**config.mk**
```make
export PLATFORM = sky130hd
export DESIGN_NAME = shared_bv_serializer
export DESIGN_NICKNAME = d
export VERILOG_FILES = /design/src/rtl/shared_bv_serializer.sv
export SDC_FILE = /design/constraint.sdc
export NUM_CORES = 1
export LEC_CHECK = 0
export ABC_AREA = 1
export BUFFER_PORTS_ARGS = -buffer_cell sky130_fd_sc_hd__buf_2
export CAP_MARGIN = 20
export CORE_UTILIZATION = 50
export DETAILED_ROUTE_END_ITERATION = 6
export HOLD_SLACK_MARGIN = 0.06
export PLACE_DENSITY = 0.78
export RECOVER_POWER = 25
export SETUP_SLACK_MARGIN = 0.05
export SYNTH_ARGS = -nofsm -noshare
export SYNTH_HDL_FRONTEND = slang
export SYNTH_SLANG_ARGS = --single-unit
```
**constraint.sdc**
```tcl
create_clock -name in_clock -period 1.67 [get_ports in_clock]
set_clock_uncertainty 0.05 [all_clocks]
set_input_delay 0 -clock in_clock [delete_from_list [all_inputs] [get_ports in_clock]]
set_output_delay 0 -clock in_clock [all_outputs]
set_load 0.005 [all_outputs]
```
**src/rtl/shared_bv_serializer.sv**
```systemverilog
// shared_bv_serializer
//   Splits a Boolean-shared input word into NUM_PARTS parts of PART_WIDTH bits per share and
//   emits them one part per output handshake. The word is always registered first, so out_b
//   never depends combinationally on in_a. Shares are handled by separate bit-slices and are
//   never mixed.
//
//   Parameters
//     NUM_SHARES : number of Boolean shares per bit
//     PART_WIDTH : width of each emitted part, per share
//     NUM_PARTS  : parts per input word (2..16)
//     MSB_FIRST  : 0 emits part 0 first, 1 emits part NUM_PARTS-1 first
//
//   Ports
//     in_clock   : clock, rising edge
//     in_reset_n : asynchronous active-low reset
//     in_a       : shared input word, part k of share i at [i][k*PART_WIDTH +: PART_WIDTH]
//     in_valid   : in_a valid
//     in_ready   : word accepted this cycle when in_valid is also high
//     out_b      : current part, all shares
//     out_valid  : out_b valid
//     out_ready  : consumer takes out_b this cycle
//     out_index  : index k of the part on out_b
//     out_last   : current part is the final one of the word
//
//   Build option
//     SHARED_BV_SERIALIZER_CLEAR_EN : zero the word register on every return to idle
module shared_bv_serializer #(
  parameter int unsigned NUM_SHARES = 2,
  parameter int unsigned PART_WIDTH = 15,
  parameter int unsigned NUM_PARTS  = 2,
  parameter int unsigned MSB_FIRST  = 0
) (
  input  logic                                             in_clock,
  input  logic                                             in_reset_n,
  input  logic [NUM_SHARES-1:0][NUM_PARTS*PART_WIDTH-1:0]  in_a,
  input  logic                                             in_valid,
  output logic                                             in_ready,
  output logic [NUM_SHARES-1:0][PART_WIDTH-1:0]            out_b,
  output logic                                             out_valid,
  input  logic                                             out_ready,
  output logic [$clog2(NUM_PARTS)-1:0]                     out_index,
  output logic                                             out_last
);

  localparam int unsigned IdxW  = $clog2(NUM_PARTS);
  localparam int unsigned WordW = NUM_PARTS * PART_WIDTH;
  localparam logic [IdxW-1:0] LastIdx = IdxW'(NUM_PARTS - 1);

  typedef enum logic [0:0] {StIdle, StBusy} state_e;

  state_e                              state_q, state_d;
  logic [IdxW-1:0]                     cnt_q, cnt_d;
  logic [NUM_SHARES-1:0][WordW-1:0]    word_q, word_d;

  logic in_xfer;
  logic out_xfer;

  always_ff @(posedge in_clock or negedge in_reset_n) begin
    if (!in_reset_n) begin
      state_q <= StIdle;
      cnt_q   <= '0;
      word_q  <= '0;
    end else begin
      state_q <= state_d;
      cnt_q   <= cnt_d;
      word_q  <= word_d;
    end
  end

  // Handshake decode; a final-part transfer frees the register in the same cycle so the next
  // word can be loaded without a bubble.
  always_comb begin
    out_valid = (state_q == StBusy);
    out_last  = out_valid && (cnt_q == LastIdx);
    out_xfer  = out_valid && out_ready;
    in_ready  = (state_q == StIdle) || (out_xfer && out_last);
    in_xfer   = in_valid && in_ready;
  end

  always_comb begin
    state_d = state_q;
    cnt_d   = cnt_q;
    word_d  = word_q;
    if (in_xfer) begin
      state_d = StBusy;
      cnt_d   = '0;
      word_d  = in_a;
    end else if (out_xfer) begin
      if (out_last) begin
        state_d = StIdle;
        cnt_d   = '0;
`ifdef SHARED_BV_SERIALIZER_CLEAR_EN
        word_d  = '0;
`endif
      end else begin
        cnt_d = cnt_q + IdxW'(1);
      end
    end
  end

  always_comb begin
    out_index = (MSB_FIRST != 0) ? (LastIdx - cnt_q) : cnt_q;
  end

  // Per-share part mux; each share selects only from its own slice of the register.
  always_comb begin
    out_b = '0;
    for (int unsigned i = 0; i < NUM_SHARES; i++) begin
      for (int unsigned k = 0; k < NUM_PARTS; k++) begin
        if (out_index == IdxW'(k)) begin
          out_b[i] = word_q[i][k*PART_WIDTH +: PART_WIDTH];
        end
      end
    end
  end

endmodule

```
==> results.sh <==
export IMPL_hold_path_class="input port to flop"
export IMPL_fmax_mhz=651.4
export IMPL_gr_total_overflow=0
export IMPL_finalSetupTns_ps=0
export IMPL_dieArea_mm2=0.006823
export IMPL_gp_congestion=0.7515
export IMPL_power_density_mw_per_mm2=1642
export IMPL_combPwrFrac_pct=46.9
export IMPL_clockBufferDepth=2
export IMPL_setup_violations_final=0
export IMPL_h_tree_depth=3
export IMPL_final_area_mm2=0.004484
export IMPL_start_util_pct=51.45
export IMPL_finalHoldViolCount=0
export IMPL_track_usage_pct=25.49
export IMPL_slew_violations=0
export IMPL_first_iter_violations=165
export IMPL_synth_top_area_share_pct=47.77
export IMPL_place_area_mm2=0.003697
export IMPL_crit_fanout=13
export IMPL_avgSynthCellArea_um2=8.779
export IMPL_clkPwrFrac_pct=15.9
export IMPL_setup_ws_ps=134.9
export IMPL_vdd_drop_max_mv=0.8809
export IMPL_ys_seq_area_share_pct=47.77
export IMPL_pwr_share_seq_pct=37.2
export IMPL_vias=2945
export IMPL_slowest_stage="dfrtp_1"
export IMPL_clk_pin_slew_worst_paths_ps=70
export IMPL_grt_pass1_vias=2997
export IMPL_leakagePower_uw=0.002374
export IMPL_end_kind="output pin"
export IMPL_nNetsFinal=587
export IMPL_worstPathCellList="buf_4 -> inv_1 -> buf_4 -> nand2_1 -> nand2_1 -> buf_2"
export IMPL_dr_pass1_iters=4
export IMPL_diodes=0
export IMPL_slowest_delay_ps=420
export IMPL_portBuffers=97
export IMPL_row_count=29
export IMPL_dp_slack_ps=323.8
export IMPL_yosys_top_cells_area="dfrtp_1 48%, nand2_2 23%, nand2_1 11%, nand3_1 9.4%, buf_12 3.7%"
export IMPL_viasPerCell=4.868
export IMPL_cts_sinks=62
export IMPL_die_y_um=82.60
export IMPL_synthDistinctLibCells=13
export IMPL_syn_instance_count=370
export IMPL_tritoncts="yes"
export IMPL_cts_inserted_buffers=9
export IMPL_dieWidth_um=82.60
export IMPL_grt_max_degree=63
export IMPL_cp_required_ps=1620
export IMPL_max_slew_margin_pct=44.32
export IMPL_period_needed_ps=1535
export IMPL_worstHoldStart="in_valid"
export IMPL_postRouteAntennaNets=0
export IMPL_regToRegStartpoint="out_valid$_DFFE_PN0P_"
export IMPL_crit_path_start="out_index$_DFFE_PN0P_"
export IMPL_p_int_uw=4258
export IMPL_clk_latency_ps=330
export IMPL_start_kind="flop"
export IMPL_outcome="completed"
export IMPL_wirelength_um=7833
export IMPL_switching_power_uw=3106
export IMPL_grt_setup_unrepaired="true"
export IMPL_drcViolationCount=0
export IMPL_antenna_found_initial=0
export IMPL_synth_fp_nets=434
export IMPL_ios=98
export IMPL_synth_top_area_cell="dfrtp_1"
export IMPL_yosysWarnings=0
export IMPL_synth_ff_latch_count=62
export IMPL_swShare_pct=42.18
export IMPL_avgRoutedWirePerCell_um=12.95
export IMPL_grt_pass1_wl_um=12920
export IMPL_cts_root_buf="clkbuf_8"
export IMPL_dp_hpwl_um=4430
export IMPL_syn_area_mm2=0.003248
export IMPL_fin_util_pct=71.03
export IMPL_drive_gt1_share_pct=46.02
export IMPL_fin_hold_ws_ps=163.2
export IMPL_finalCritPeriodShare_pct=91.92
export IMPL_fill_cells=516
export IMPL_path_class="flop to output pin"
export IMPL_worstPathArrival_ps=1490
export IMPL_maxCapViolations=0
export IMPL_coreArea_mm2=0.006314
export IMPL_area_delta_synth_final_pct=38.06
export IMPL_worst_slew_pin_slew_ps=835.2
-- power groups by stage --
stage | logic (µW) | clock network [µW] | registers (µW)
2_1_floorplan | 2460 | 0 | 2670
3_3_place_gp | 3230 | 0 | 2730
3_5_place_dp | 3310 | 0 | 2760
4_1_cts | 3440 | 1200 | 2740
5_1_grt | 3920 | 1270 | 2820
6_report | 3450 | 1170 | 2740
-- worst max-delay path: cells and delay by family, from the launching register on --
| kind | cells | cell delay (ps) |
|---|---|---|
| flip-flops | 1 | 420 |
| buffers and inverters | 4 | 600 |
| AND/OR/NAND/NOR | 2 | 140 |
-- per-layer routing --
layer / track usage (%) / vias up / wire (µm)
li1: - / 1455 / -
met1: 30.16 / 1387 / 3385
met2: 44.96 / 91 / 3954
met3: 4.835 / 12 / 372
met4: 11.21 / 0 / 120
met5: 0 / - / 0
-- cell usage after synthesis --
cell / count
nand2_2: 118
clkbuf_1: 3
nand2_8: 2
nand2_1: 96
buf_2: 15
nand2_4: 1
buf_4: 1
dfrtp_1: 62
nand3_1: 61
inv_1: 3
buf_12: 6
buf_6: 1
o21ai_0: 1
-- layout by cell type, fill, tap and decap left out --
master         count
clkinvlp_4         3
buf_6              1
clkbuf_4           1
o21ai_0            1
nand2_4            1
buf_2             97
buf_4              6
dlygate4sd3_1     62
nand2_1           96
nand2_2          118
buf_12             1
inv_1              3
clkbuf_8          10
clkinv_2           3
nand2_8            2
nand3_1           61
dfrtp_1           62
-- cells by family (layout without fill, tap and decap cells) --
family	Yosys count	after routing	synth area share (%)
and+or+nand+nor	278	278	44.80
buffers and inverters	29	187	7.281
AOI/OAI and AO/OA	1	1	0.1539
DFF	62	62	47.77
-- final cells by class --
| type | count | area, µm² | area share (%) |
|---|---|---|---|
| Tap cell | 77 | 96.34 | 2.148 |
| Inverter | 3 | 11.26 | 0.2511 |
| Clock buffer | 10 | 137.6 | 3.069 |
| Clock inverter | 6 | 37.54 | 0.8371 |
| Sequential cell | 62 | 1551 | 34.60 |
| Timing Repair Buffer | 168 | 1190 | 26.53 |
| Multi-Input combinational cell | 279 | 1460 | 32.56 |
-- per-stage QoR --
step                instances  power [µW]
floorplan                 370        5128
global placement          527        5962
detailed placement        527        6064
CTS                       605        7373
global route              605        8008
finish                    605        7364
-- path summary, 6_finish.rpt --
kind / to / slack [ps] / depth (start not counted)
setup / recovery: out_b[20] / 130 / 6
hold / removal: word_q[30]$_DFFE_PN0P_ / 160 / 4
setup reg to reg: word_q[36]$_DFFE_PN0P_ / 310 / 4
hold reg to reg: word_q[40]$_DFFE_PN0P_ / 440 / 2
max in group asynchronous: word_q[43]$_DFFE_PN0P_ / 660 / 3
min in group asynchronous: word_q[53]$_DFFE_PN0P_ / 360 / 3
-- what timing repair did --
action / CTS / global route
gates resized for setup: 0 / 1
setup buffers: 0 / 0
hold endpoints to repair: 123 / 0
setup endpoints to repair: 0 / 14
hold buffers: 62 / 0
-- sequential cells by signal, indices dropped and copies added (netlist names) --
register / flops
word_q: 60
out_index: 1
out_valid: 1
No activity file was read; power rests on OpenSTA's default activity.
